===== src/rtl/bch_pkg.sv =====
// Shared definitions for the multi-code BCH syndrome generator: code selects, per-code field
// parameters and the single-step multiply-by-alpha used by every syndrome lane.
package bch_pkg;

    localparam int unsigned MAXM = 10;
    localparam int unsigned NSYN = 8;

    typedef enum logic [1:0] {
        CodeM6  = 2'd0,
        CodeM8  = 2'd1,
        CodeM10 = 2'd2
    } code_e;

    typedef enum logic [1:0] {
        StIdle  = 2'd0,
        StAccum = 2'd1,
        StDone  = 2'd2
    } state_e;

    function automatic logic [3:0] code_m(logic [1:0] code);
        case (code)
            CodeM8:  return 4'd8;
            CodeM10: return 4'd10;
            default: return 4'd6;
        endcase
    endfunction

    function automatic logic [9:0] code_nm1(logic [1:0] code);
        case (code)
            CodeM8:  return 10'd254;
            CodeM10: return 10'd1022;
            default: return 10'd62;
        endcase
    endfunction

    function automatic logic [2:0] code_t(logic [1:0] code);
        case (code)
            CodeM10: return 3'd4;
            default: return 3'd2;
        endcase
    endfunction

    // Low-order terms of p(x); the x^m term is implied by the carry out of bit m-1.
    function automatic logic [9:0] code_poly(logic [1:0] code);
        case (code)
            CodeM8:  return 10'h01D;
            CodeM10: return 10'h009;
            default: return 10'h003;
        endcase
    endfunction

    function automatic logic [9:0] xtime(logic [9:0] v, logic [1:0] code);
        logic [9:0] r;
        r = {v[8:0], 1'b0} & ~(10'h3FF << code_m(code));
        if (v[code_m(code) - 4'd1]) r = r ^ code_poly(code);
        return r;
    endfunction

endpackage


===== src/rtl/bch_syndrome_if.sv =====
// Handshake and result bundle between the bit source, the syndrome generator and the
// downstream key-equation stage.
interface bch_syndrome_if #(
    parameter int unsigned MAXM = 10,
    parameter int unsigned NSYN = 8
);
    logic                 i_start;
    logic [1:0]           i_code;
    logic                 i_valid;
    logic                 i_bit;
    logic                 o_ready;
    logic                 o_syn_valid;
    logic                 i_syn_ready;
    logic [NSYN*MAXM-1:0] o_syndrome;
    logic                 o_err_free;
    logic [1:0]           o_code;

    modport slave (
        input  i_start, i_code, i_valid, i_bit, i_syn_ready,
        output o_ready, o_syn_valid, o_syndrome, o_err_free, o_code
    );

    modport master (
        output i_start, i_code, i_valid, i_bit, i_syn_ready,
        input  o_ready, o_syn_valid, o_syndrome, o_err_free, o_code
    );
endinterface


===== src/rtl/gf_mul_alpha_pow.sv =====
// Constant multiply by alpha^J in the field selected by code_i, built from J chained
// multiply-by-alpha steps.
module gf_mul_alpha_pow #(
    parameter int unsigned J = 1
) (
    input  logic [9:0] value_i,
    input  logic [1:0] code_i,
    output logic [9:0] value_o
);
    import bch_pkg::*;

    always_comb begin
        value_o = value_i;
        for (int unsigned k = 0; k < J; k++) value_o = xtime(value_o, code_i);
    end
endmodule


===== src/rtl/bch_syndrome.sv =====
// Serial BCH syndrome generator: Horner evaluation of r(alpha^j), j = 1..2t, one received
// bit per cycle, highest-order coefficient first.
module bch_syndrome #(
    parameter int unsigned MAXM = bch_pkg::MAXM,
    parameter int unsigned NSYN = bch_pkg::NSYN,
    parameter int unsigned CW   = 10
) (
    input logic           i_clk,
    input logic           i_rst_n,
    bch_syndrome_if.slave syn_if
);
    import bch_pkg::*;

    state_e          state_q;
    logic [1:0]      code_q;
    logic [CW-1:0]   cnt_q;
    logic            ready_q;
    logic            syn_valid_q;
    logic [MAXM-1:0] syn_q   [NSYN];
    logic [MAXM-1:0] syn_mul [NSYN];
    logic [NSYN-1:0] lane_active;
    logic            any_nz;
    logic            last_bit;

    for (genvar g = 0; g < NSYN; g++) begin : g_lane
        gf_mul_alpha_pow #(
            .J(g + 1)
        ) u_mul (
            .value_i(syn_q[g]),
            .code_i (code_q),
            .value_o(syn_mul[g])
        );

        assign lane_active[g] = (4'(g) < {code_t(code_q), 1'b0});
        // Results are only exposed once the whole word has been absorbed.
        assign syn_if.o_syndrome[g*MAXM +: MAXM] = syn_valid_q ? syn_q[g] : '0;
    end

    always_comb begin
        any_nz = 1'b0;
        for (int unsigned i = 0; i < NSYN; i++) begin
            any_nz = any_nz | (lane_active[i] & (|syn_q[i]));
        end
    end

    assign last_bit           = (cnt_q == code_nm1(code_q));
    assign syn_if.o_ready     = ready_q;
    assign syn_if.o_syn_valid = syn_valid_q;
    assign syn_if.o_err_free  = syn_valid_q & ~any_nz;
    assign syn_if.o_code      = code_q;

    always_ff @(posedge i_clk) begin
        if (!i_rst_n) begin
            state_q     <= StIdle;
            code_q      <= '0;
            cnt_q       <= '0;
            ready_q     <= 1'b0;
            syn_valid_q <= 1'b0;
            for (int unsigned i = 0; i < NSYN; i++) syn_q[i] <= '0;
        end else begin
            unique case (state_q)
                StIdle: begin
                    if (syn_if.i_start && (syn_if.i_code != 2'b11)) begin
                        code_q  <= syn_if.i_code;
                        cnt_q   <= '0;
                        ready_q <= 1'b1;
                        state_q <= StAccum;
                        for (int unsigned i = 0; i < NSYN; i++) syn_q[i] <= '0;
                    end
                end
                StAccum: begin
                    if (syn_if.i_valid) begin
                        for (int unsigned i = 0; i < NSYN; i++) begin
                            if (lane_active[i]) begin
                                syn_q[i] <= syn_mul[i] ^ {{(MAXM-1){1'b0}}, syn_if.i_bit};
                            end
                        end
                        cnt_q <= cnt_q + 1'b1;
                        if (last_bit) begin
                            ready_q     <= 1'b0;
                            syn_valid_q <= 1'b1;
                            state_q     <= StDone;
                        end
                    end
                end
                StDone: begin
                    if (syn_if.i_syn_ready) begin
                        syn_valid_q <= 1'b0;
                        state_q     <= StIdle;
                    end
                end
                default: state_q <= StIdle;
            endcase
        end
    end
endmodule

===== src/flat_wrapper.sv =====
// flat-port wrapper written by rule: the top's interface ports become plain ports
module bch_syndrome_flat import bch_pkg::*;
#(
    parameter int unsigned MAXM = bch_pkg::MAXM,
    parameter int unsigned NSYN = bch_pkg::NSYN,
    parameter int unsigned CW   = 10
)
  (i_clk, i_rst_n, syn_if_i_start, syn_if_i_code, syn_if_i_valid, syn_if_i_bit, syn_if_i_syn_ready, syn_if_o_ready, syn_if_o_syn_valid, syn_if_o_syndrome, syn_if_o_err_free, syn_if_o_code);
  bch_syndrome_if #(.MAXM(MAXM), .NSYN(NSYN)) syn_if_i ();
  input logic i_clk;
  input logic i_rst_n;
  input wire logic [$bits(syn_if_i.i_start)-1:0] syn_if_i_start;
  input wire logic [$bits(syn_if_i.i_code)-1:0] syn_if_i_code;
  input wire logic [$bits(syn_if_i.i_valid)-1:0] syn_if_i_valid;
  input wire logic [$bits(syn_if_i.i_bit)-1:0] syn_if_i_bit;
  input wire logic [$bits(syn_if_i.i_syn_ready)-1:0] syn_if_i_syn_ready;
  output wire logic [$bits(syn_if_i.o_ready)-1:0] syn_if_o_ready;
  output wire logic [$bits(syn_if_i.o_syn_valid)-1:0] syn_if_o_syn_valid;
  output wire logic [$bits(syn_if_i.o_syndrome)-1:0] syn_if_o_syndrome;
  output wire logic [$bits(syn_if_i.o_err_free)-1:0] syn_if_o_err_free;
  output wire logic [$bits(syn_if_i.o_code)-1:0] syn_if_o_code;
  assign syn_if_i.i_start = syn_if_i_start;
  assign syn_if_i.i_code = syn_if_i_code;
  assign syn_if_i.i_valid = syn_if_i_valid;
  assign syn_if_i.i_bit = syn_if_i_bit;
  assign syn_if_i.i_syn_ready = syn_if_i_syn_ready;
  assign syn_if_o_ready = syn_if_i.o_ready;
  assign syn_if_o_syn_valid = syn_if_i.o_syn_valid;
  assign syn_if_o_syndrome = syn_if_i.o_syndrome;
  assign syn_if_o_err_free = syn_if_i.o_err_free;
  assign syn_if_o_code = syn_if_i.o_code;
  bch_syndrome #(.MAXM(MAXM), .NSYN(NSYN), .CW(CW)) u_core (.i_clk(i_clk), .i_rst_n(i_rst_n), .syn_if(syn_if_i));
endmodule

===== config.mk =====
export PLATFORM = sky130hd
export DESIGN_NAME = bch_syndrome_flat
export DESIGN_NICKNAME = d
export VERILOG_FILES = /design/src/rtl/bch_pkg.sv /design/src/rtl/bch_syndrome_if.sv /design/src/rtl/gf_mul_alpha_pow.sv /design/src/rtl/bch_syndrome.sv /design/src/flat_wrapper.sv
export SDC_FILE = /design/constraint.sdc
export NUM_CORES = 1
export LEC_CHECK = 0
export ABC_CLOCK_PERIOD_IN_PS = 6500
export BUFFER_PORTS_ARGS = -buffer_cell sky130_fd_sc_hd__buf_2
export CORE_UTILIZATION = 43
export CTS_BUF_LIST = sky130_fd_sc_hd__clkbuf_8
export CTS_CLUSTER_SIZE = 40
export DETAILED_ROUTE_END_ITERATION = 8
export GPL_TIMING_DRIVEN = 0
export PLACE_DENSITY = 0.64
export SLEW_MARGIN = 25
export SYNTH_ARGS = -nofsm -noshare
export SYNTH_HDL_FRONTEND = slang
export SYNTH_SLANG_ARGS = --single-unit
export TNS_END_PERCENT = 50

===== constraint.sdc =====
create_clock -name i_clk -period 6.5 [get_ports i_clk]
set_input_delay 0.65 -clock i_clk [delete_from_list [all_inputs] [get_ports i_clk]]
set_output_delay 0.65 -clock i_clk [all_outputs]
set_load 0.005 [all_outputs]

==> flow_summary_export.csv <==
group,metric,value,unit
setup_path,critical_path.slowest_cell,"buf_1",
routing,dr_total_vias,11000,
timing,finalCritPeriodShare,0.989,
routing,wire_per_inst,24.7,um
power,vdd_drop_max,0.0000903,V
timing,period_needed,6.43,ns
timing,slew_headroom,0.332,
synth,synthArstFlopShare,0,
cells_and_area,area_delta_synth_final,11.5,%
setup_path,r2r.worst_path.cells,14,
synth,syn_inst,1277,
timing,fin_hold_ws,0.473,ns
cells_and_area,fin_cells,1705,
timing,worstMarginPinSlew,1.00,ns
cells_and_area,fillers,2262,
power,p_total,2230,uW
synth,syn_nets,1291,
synth,synth_warnings,0,
setup_path,r2r_end,"u_core.syn_q[1][17]$_SDFFCE_PN0P_",
power,power_per_cell_area,199,nW/um2
worst_hold_path,holdPathStages,2,
synth,ys_types,104,
routing,drt_pass1_iterations,6,
synth,netlist_area,10100,um2
global_routing,grt_overflow,0,
job,cap_viol_max_count,0,
timing,timing.setup.tns,0,ns
global_routing,track_usage,0.353,
worst_hold_path,worstHoldStart,"u_core.syn_if.o_ready$_SDFFE_PN0P_",
worst_hold_path,hold-path-endpoint,"u_core.syn_if.o_ready$_SDFFE_PN0P_",
global_routing,grt_pass1_wl,63.4,mm
die,die-area,24000,um2
setup_path,critPathTopFamily,"buffers and inverters",
placed_design,placed_cells,1689,
cells_and_area,fin_nets,1401,
cells_and_area,mostFrequentLayoutCell,"nor2_1",
setup_path,path_class,"register to register",
setup_path,crit_buf_inv,10,
clock_tree,cts_tree,"done",
cells_and_area,final_cell_mix,"135 x nor2_1, 120 x nand2_1, 105 x buf_2",
placed_design,dpl-instance-area,11000,um2
routing,drc,0,
cells_and_area,multi_input_area,7000,um2
routing,viasPerCell,6.45,
run_status,status,"completed",
clock_tree,cts.path.max_buffers,2,
synth,yosysSeqAreaShare,0.261,
routing,routed_wl,42.2,mm
setup_path,worstPathMaxFanout,10,
synth,ys_ff_latch,96,
setup_path,worstSetupPathDepth,14,
routing,dr.first_iter.drc_count,1246,
setup_path,critPathMaxStageDelay,0.76,ns
die,rows,55,
timing,setup_viol,0,
clock_tree,post_cts_buffers,0,
clock_tree,cts_sinks,96,
placed_design,gp_congestion,0.976,
global_routing,antenna_found_initial,0,
timing,finalMaxSlewViolations,0,
setup_path,crit_chain,"inv_1 > ha_1 > buf_6 > buf_6 > clkbuf_1 > clkbuf_1 > buf_1 > clkbuf_1 > buf_1 > clkbuf_1 > clkbuf_1 > nand2_1 > xnor2_1 > nor2_1",
synth,synth-main-ff-cell,"edfxtp_1",
synth,synth_edf_count,70,
die,fp.coreArea,22800,um2
clock_tree,cts_root_buf,"clkbuf_8",
timing,finClkSkew,0.0173,ns
worst_hold_path,hp-class,"register to register",
global_routing,grt_max_degree,29,
setup_path,required,6.65,ns
synth,synth_area_per_cell,7.88,um2
placed_design,dp_hpwl,30.7,mm
routing,ant_nets,0,
die,start_util,0.442,
cells_and_area,ff_latch_area,2620,um2
cells_and_area,insertedDiodeCount,0,
clock_tree,numCtsBuffers,9,
clock_tree,path_clk_slew,0.10,ns
clock_tree,clock_latency,0.41,ns
cells_and_area,fin_area,11200,um2
die,ioPinCount,93,
timing,fmax,0.156,GHz
setup_path,arrival,6.57,ns
setup_path,rrSetupSlack,0.07,ns
setup_path,worst_path_most_repeated_cell,"clkbuf_1",
cells_and_area,drive_gt1_frac,0.143,
die,die_h,155,um
setup_path,start_kind,"register",
global_routing,grt_pass1_vias,10100,
die,die_w,155,um
power,p_leak,0.00417,uW
setup_path,cp-end-kind,"register",
clock_tree,htreeDepth,3,
setup_path,worstReg2RegStart,"u_core.syn_if.o_code[1]$_SDFFE_PN0P_",
timing,hold_violations,0,
placed_design,portBuffers,91,
## worst min-delay path, cell delays in order (launching register included)
cell and delay [ns]:
dfxtp_1 0.32, nand2_1 0.05, a21boi_0 0.06
## through the flow
stage	utilization	worst slack, ns
floorplan	-	1.42
global placement	0.479	-0.863
detailed placement	0.482	-0.774
CTS	0.491	0.0499
global route	0.493	-0.0213
finish	0.493	0.0745
## worst max-delay path by stage
stage | start | end | slack (ns)
final | u_core.syn_if.o_code[1]$_SDFFE_PN0P_ | u_core.syn_q[1][17]$_SDFFCE_PN0P_ | 0.07
after global routing | u_core.syn_if.o_code[0]$_SDFFE_PN0P_ | u_core.syn_q[1][30]$_SDFFCE_PN0P_ | -0.02
after CTS | u_core.syn_if.o_code[0]$_SDFFE_PN0P_ | u_core.syn_q[1][29]$_SDFFCE_PN0P_ | 0.05
after detailed placement | u_core.syn_if.o_code[0]$_SDFFE_PN0P_ | u_core.syn_q[1][22]$_SDFFCE_PN0P_ | -0.77
after global placement | u_core.syn_if.o_code[0]$_SDFFE_PN0P_ | u_core.syn_q[1][22]$_SDFFCE_PN0P_ | -0.86
after floorplan | u_core.syn_if.o_code[1]$_SDFFE_PN0P_ | u_core.syn_q[1][3]$_SDFFCE_PN0P_ | 1.42
## logic make-up (layout without fill, tap and decap cells)
logic type                 after synthesis  count (layout)  share of synthesized area
AOI/OAI and AO/OA                      336             336                      0.249
buffers and inverters                  118             233                     0.0479
adders and majority gates                6               6                    0.00746
muxes                                   38              38                     0.0454
DFF                                     96              96                      0.261
and+or+nand+nor                        567             567                      0.286
xor gates and xnor gates               116             116                      0.104
## registers in the layout (all words and copies together) (netlist names)
name / count
u_core.syn_q: 80
u_core.cnt_q: 10
u_core.state_q: 2
u_core.syn_if.o_code: 2
u_core.syn_if.o_ready: 1
u_core.syn_if.o_syn_valid: 1
## cell usage after synthesis, drive strengths merged, types with 26 or more instances
library cell	number	share of area
nand3	40	0.020
a21oi	73	0.040
nand2	121	0.045
dfxtp	26	0.052
xor2	40	0.036
nor2	138	0.052
and2	103	0.064
xnor2	76	0.068
buf	29	0.015
o21ai	61	0.031
edfxtp	70	0.21
clkbuf	73	0.027
nor3	29	0.014
## layout make-up
class	count	area share
well taps	313	0.0349
inverters	16	0.00535
plain buffers	102	0.0385
repair buffers	99	0.0466
clock inverters	7	0.00602
flip-flops and latches	96	0.234
clock buffers	9	0.0110
multi-input cells	1063	0.624
## metal layers
metal  GRT usage  part of all wire  routed length [um]
met1       0.485              0.41               17300
met2       0.525              0.42               17800
met3      0.0710              0.12                4870
met4       0.179             0.052                2200
met5           0                 0                   0
## timing repair
action | in CTS | in global routing
hold buffers | 0 | 0
setup endpoints to repair | 21 | 38
cloned | 0 | 0
gates resized for setup | 4 | 14
hold endpoints to repair | 0 | 0
## report_power, final
group,switching (uW),internal [uW]
Combinational,674,374
Sequential,57.4,694
Clock,250,179
Power figures use the tool's default switching activity.
